===== src/rtl/cond_queue.sv =====
// cond_queue: condition-gated issue queue; entries wait until all condition bits are set,
// then the oldest ready entry is offered. Ports: enq_* (write), wake_* (condition set), deq_* (oldest ready), count.
module cond_queue #(
   parameter int DEPTH           = 8,
   parameter int DATA_WIDTH      = 32,
   parameter int CONDITION_WIDTH = 2,
   parameter int INDEX_WIDTH     = 4
) (
   input  logic                       clock,
   input  logic                       reset_n,
   input  logic                       flush,
   input  logic                       enq_valid,
   output logic                       enq_ready,
   input  logic [DATA_WIDTH-1:0]      enq_data,
   input  logic [CONDITION_WIDTH-1:0] enq_condition,
   input  logic [INDEX_WIDTH-1:0]     enq_index,
   output logic [$clog2(DEPTH)-1:0]   enq_slot,
   input  logic                       wake_valid,
   input  logic [$clog2(DEPTH)-1:0]   wake_slot,
   input  logic [CONDITION_WIDTH-1:0] wake_mask,
   output logic                       deq_valid,
   input  logic                       deq_ready,
   output logic [DATA_WIDTH-1:0]      deq_data,
   output logic [INDEX_WIDTH-1:0]     deq_index,
   output logic [$clog2(DEPTH)-1:0]   deq_slot,
   output logic [$clog2(DEPTH):0]     count
);

   localparam int SW = $clog2(DEPTH);
   localparam logic [SW:0] FULL = (SW+1)'(DEPTH);

   logic [DEPTH-1:0]           valid_q, valid_d;
   logic [DATA_WIDTH-1:0]      data_q  [DEPTH];
   logic [DATA_WIDTH-1:0]      data_d  [DEPTH];
   logic [CONDITION_WIDTH-1:0] cond_q  [DEPTH];
   logic [CONDITION_WIDTH-1:0] cond_d  [DEPTH];
   logic [INDEX_WIDTH-1:0]     index_q [DEPTH];
   logic [INDEX_WIDTH-1:0]     index_d [DEPTH];
   // older_q[i][j] set: slot i was enqueued before slot j
   logic [DEPTH-1:0]           older_q [DEPTH];
   logic [DEPTH-1:0]           older_d [DEPTH];
   logic [SW:0]                count_q, count_d;

   logic [DEPTH-1:0] ready;
   logic [DEPTH-1:0] grant;
   logic             enq_fire;
   logic             deq_fire;

   assign count     = count_q;
   assign enq_ready = (count_q < FULL);
   assign enq_fire  = enq_valid & enq_ready & ~flush;
   assign deq_fire  = deq_valid & deq_ready & ~flush;

   always_comb begin
      enq_slot = '0;
      for (int i = DEPTH - 1; i >= 0; i--) begin
         if (!valid_q[i]) enq_slot = SW'(i);
      end
   end

   always_comb begin
      for (int i = 0; i < DEPTH; i++) begin
         ready[i] = valid_q[i] & (&cond_q[i]);
      end
   end

   // Age order is total over valid slots, so grant is one-hot and the OR-mux is safe.
   always_comb begin
      grant     = '0;
      deq_valid = 1'b0;
      deq_data  = '0;
      deq_index = '0;
      deq_slot  = '0;
      for (int i = 0; i < DEPTH; i++) begin
         grant[i] = ready[i];
         for (int j = 0; j < DEPTH; j++) begin
            if (j != i && ready[j] && older_q[j][i]) grant[i] = 1'b0;
         end
      end
      for (int i = 0; i < DEPTH; i++) begin
         if (grant[i]) begin
            deq_valid = 1'b1;
            deq_data  = deq_data | data_q[i];
            deq_index = deq_index | index_q[i];
            deq_slot  = deq_slot | SW'(i);
         end
      end
   end

   always_comb begin
      valid_d = valid_q;
      count_d = count_q + (SW+1)'(enq_fire) - (SW+1)'(deq_fire);
      for (int i = 0; i < DEPTH; i++) begin
         data_d[i]  = data_q[i];
         cond_d[i]  = cond_q[i];
         index_d[i] = index_q[i];
         older_d[i] = older_q[i];
      end
      // The slot being filled is still invalid here, so a wake to it is dropped.
      if (wake_valid && valid_q[wake_slot]) begin
         cond_d[wake_slot] = cond_q[wake_slot] | wake_mask;
      end
      if (enq_fire) begin
         valid_d[enq_slot] = 1'b1;
         data_d[enq_slot]  = enq_data;
         cond_d[enq_slot]  = enq_condition;
         index_d[enq_slot] = enq_index;
         older_d[enq_slot] = '0;
         for (int j = 0; j < DEPTH; j++) begin
            older_d[j][enq_slot] = valid_q[j];
         end
      end
      // Clearing last lets it override a wake to the same slot.
      if (deq_fire) begin
         valid_d[deq_slot] = 1'b0;
         data_d[deq_slot]  = '0;
         cond_d[deq_slot]  = '0;
         index_d[deq_slot] = '0;
         older_d[deq_slot] = '0;
         for (int j = 0; j < DEPTH; j++) begin
            older_d[j][deq_slot] = 1'b0;
         end
      end
      if (flush) begin
         valid_d = '0;
         count_d = '0;
         for (int i = 0; i < DEPTH; i++) begin
            data_d[i]  = '0;
            cond_d[i]  = '0;
            index_d[i] = '0;
            older_d[i] = '0;
         end
      end
   end

   always_ff @(posedge clock or negedge reset_n) begin
      if (!reset_n) begin
         valid_q <= '0;
         count_q <= '0;
         for (int i = 0; i < DEPTH; i++) begin
            data_q[i]  <= '0;
            cond_q[i]  <= '0;
            index_q[i] <= '0;
            older_q[i] <= '0;
         end
      end else begin
         valid_q <= valid_d;
         count_q <= count_d;
         for (int i = 0; i < DEPTH; i++) begin
            data_q[i]  <= data_d[i];
            cond_q[i]  <= cond_d[i];
            index_q[i] <= index_d[i];
            older_q[i] <= older_d[i];
         end
      end
   end

endmodule


===== config.mk =====
export PLATFORM = sky130hd
export DESIGN_NAME = cond_queue
export DESIGN_NICKNAME = d
export VERILOG_FILES = /design/src/rtl/cond_queue.sv
export SDC_FILE = /design/constraint.sdc
export NUM_CORES = 1
export LEC_CHECK = 0
export CAP_MARGIN = 25
export CORE_AREA = 2 2 193 195
export CTS_BUF_LIST = sky130_fd_sc_hd__clkbuf_8 sky130_fd_sc_hd__clkbuf_16
export DETAILED_ROUTE_END_ITERATION = 16
export DIE_AREA = 0 0 195 197
export DONT_BUFFER_PORTS = 1
export PLACE_DENSITY_LB_ADDON = 0.1
export RECOVER_POWER = 100
export SLEW_MARGIN = 20
export SYNTH_ARGS = -nofsm -noshare
export SYNTH_HDL_FRONTEND = slang
export SYNTH_SLANG_ARGS = --single-unit

===== constraint.sdc =====
create_clock -name clock -period 6.83 [get_ports clock]
set_input_delay 1.0245 -clock clock [delete_from_list [all_inputs] [get_ports clock]]
set_output_delay 1.0245 -clock clock [all_outputs]
set_load 0.02 [all_outputs]

==> flow_metrics.py <==
metrics = {
    "status": {
        "status": "finished with violations",
        "violations": "capacitance limit, slew limit",
    },
    "sta": {
        "fin_crit_ns": 5.793,
        "tns_ns": 0,
        "drv_slew": 156,
        "hold_violations": 0,
        "slew_headroom": -1.310,
        "tightestPinTransition_ns": 3.464,
        "rsz0062_at_grt": "false",
        "max_freq_mhz": 172.6,
        "skew_ns": 0.02492,
        "setup_viol": 0,
        "fin_crit_sh": 0.8482,
    },
    "placed_design": {
        "routabilityCongestion": 0.9886,
        "numPortBuffers": 0,
        "hpwl_um": 35030,
    },
    "global_route": {
        "grt_overflow_total": 0,
        "grt_pass1_vias": 14740,
        "grtUsageTotal": 0.3262,
        "grt_max_degree": 373,
        "antenna_found_initial": 0,
        "grt_pass1_wl_um": 94410,
    },
    "final_layout": {
        "layout.nets": 1876,
        "final_cell_mix": "dfrtp_1 (372), nand2_1 (338), nor2_1 (236)",
        "drive_above_1_share": 0.06695,
        "area_delta_synth_final_pct": 8.943,
        "fillers": 3365,
        "layout_commonest_cell": "dfrtp_1",
        "regArea_um2": 9309,
        "multi_input_area_um2": 7871,
        "diodes": 0,
    },
    "worst_setup_path": {
        "start_kind": "flop",
        "rrSetupSlack_ns": 1.04,
        "cp.required_ns": 7.30,
        "end_kind": "flop",
        "worstRegToRegCells": 10,
        "crit_chain": "nand3_1 -> o2111ai_1 -> a2111oi_2 -> buf_4 -> nor2_1 -> and4_1 -> or2_0 -> clkbuf_1 -> buf_4 -> a21oi_1",
        "critPathArrivalTime_ns": 6.26,
        "crit_type": "reg2reg",
        "critPathMostFrequentCell": "buf_4",
        "crit_fanout": 24,
        "r2r_start": "valid_q[7]$_DFF_PN0_",
        "reg2reg_to": "data_q[254]$_DFF_PN0_",
        "max_stage_delay_ns": 1.51,
        "crit_path_top_delay_cell": "a2111oi_2",
    },
    "pwr": {
        "power_density_nw_per_um2": 251.0,
        "power_mw": 4.920,
        "peakVddDrop_mv": 0.1808,
        "p_leak_nw": 8.096,
    },
    "clock_tree": {
        "htreeDepth": 2,
        "cts.clk_slew.worst_paths_ns": 0.06,
        "cts_root_buf": "clkbuf_16",
        "cts_resized": 0,
        "cts_buffers": 42,
        "cts_setup_buffers": 0,
        "cts_hold_buffers": 0,
        "clockBufferDepth": 3,
        "clock_latency_ns": 0.56,
        "cts.sinks": 372,
        "cts_tree": "done",
    },
    "yosys": {
        "yosysSeqAreaShare": 0.5174,
        "synth_area_per_cell_um2": 9.336,
        "post-synth-top-area-cell": "dfrtp_1",
        "synth-edff-count": 0,
        "synthFlopType": "dfrtp_1",
        "synth_cell_types": 59,
        "mappedNetlistNets": 1981,
        "yosysWarnings": 0,
        "synthArstFlopShare": 1.000,
        "synth_area_leaders": "dfrtp_1 (52%), mux2i_1 (8.8%), nand2_1 (7.1%)",
        "synth_area_um2": 17990,
        "synthCells": 1927,
        "yosysTopAreaCellShare": 0.5174,
        "synth_seq_cells": 372,
    },
    "detailed_routing": {
        "drc_errors": 0,
        "wl_per_cell_um": 26.63,
        "viasPerCell": 6.367,
        "finalWirelength_um": 61780,
        "firstDrtPassIters": 7,
        "vias": 14770,
        "first_iter_violations": 1464,
        "ant_nets": 0,
    },
    "die": {
        "initial_utilization": 0.4962,
        "die_w_um": 195,
        "die-area_um2": 38420,
        "rows": 70,
        "die_h_um": 197,
        "io_pins": 97,
        "fp.coreArea_um2": 36260,
    },
    "worst_hold_path": {
        "min_path_type": "in2async",
    },
    "run": {
        "cap_violations": 7,
    },
}
==> power breakdown <==
| part | switching [mW] | internal [mW] | total [mW] |
|---|---|---|---|
| clock network | 0.932 | 1.47 | 2.40 |
| registers | 0.0352 | 2.24 | 2.27 |
| logic | 0.189 | 0.0611 | 0.251 |
| total | 1.16 | 3.76 | 4.92 |
==> cell usage after synthesis, drive strengths merged, types with 2 or more instances <==
master and instances:
a2111oi 6, a211o 2, a211oi 9, a21o 3
a21oi 206, a221oi 22, a222oi 18, a22o 30
a22oi 88, a31oi 4, a32oi 2, and2 2
and3 13, and4 3, buf 65, clkbuf 118
dfrtp 372, ha 4, inv 23, mux2i 158
mux4 2, nand2 340, nand2b 6, nand3 33
nand4 38, nor2 239, nor2b 11, nor3 33
nor3b 6, nor4 5, o2111ai 7, o21ai 30
o21bai 6, o22ai 2, o31ai 3, or2 6
xnor2 4
==> per-layer routing <==
metal,vias to the layer above,global-route usage,wire (um)
met3,132,0.07546,5127
met4,0,0.1210,2068
met1,7482,0.4599,26930
met5,-,0,0
li1,6523,-,-
met2,634,0.4937,27650
==> sequential cells by signal (all words and copies together), names as in the netlist <==
register and cells:
count 4, index_q 32, valid_q 8, data_q 256
cond_q 16, older_q 56
==> per-stage QoR <==
stage          hold WS [ns]  cells  setup WS (ns)  utilization  area, um2
6_report             0.1667   2320          1.037       0.5405      19600
5_1_grt              0.1432   2320         0.8278       0.5405      19600
3_5_place_dp         0.5106   2244          2.073       0.5022      18210
2_1_floorplan        0.4829   1927          3.487            -      17990
4_1_cts              0.1620   2318          1.836       0.5429      19690
3_3_place_gp         0.4998   2243          2.091       0.5014      18180
==> worst max-delay path by stage <==
stage,slack [ns],endpoint,cells after the start,startpoint
after floorplan,3.49,deq_data[10],8,cond_q[0]$_DFF_PN0_
after global placement,2.09,data_q[1]$_DFF_PN0_,9,valid_q[5]$_DFF_PN0_
after detailed placement,2.07,data_q[13]$_DFF_PN0_,9,valid_q[5]$_DFF_PN0_
after CTS,1.84,deq_data[30],7,valid_q[5]$_DFF_PN0_
after global routing,0.83,index_q[30]$_DFF_PN0_,10,valid_q[7]$_DFF_PN0_
final,1.04,data_q[254]$_DFF_PN0_,10,valid_q[7]$_DFF_PN0_
==> area by class of cell <==
class,instances,area share
sequential,372,0.4749
tap,468,0.02988
multi-input combinational,1348,0.4016
inverter,24,0.004596
timing repair buffer,34,0.01366
clock inverter,17,0.009448
clock buffer,57,0.06588
==> worst max-delay path: cells and delay by family, from the launching register on <==
kind                   cells  cell delay [ns]
AO/OA/AOI/OAI              3             1.84
buffers and inverters      3             1.82
flip-flops                 1             0.55
AND/OR/NAND/NOR            4             1.47
==> logic make-up after synthesis <==
| family | share of synthesized area |
|---|---|
| compound gates | 0.1635 |
| xor+xnor | 0.002434 |
| buf+inv | 0.04799 |
| mux | 0.09041 |
| fa+ha+maj | 0.003895 |
| flops | 0.5174 |
| simple gates | 0.1744 |
(Power assumes the default switching activity.)
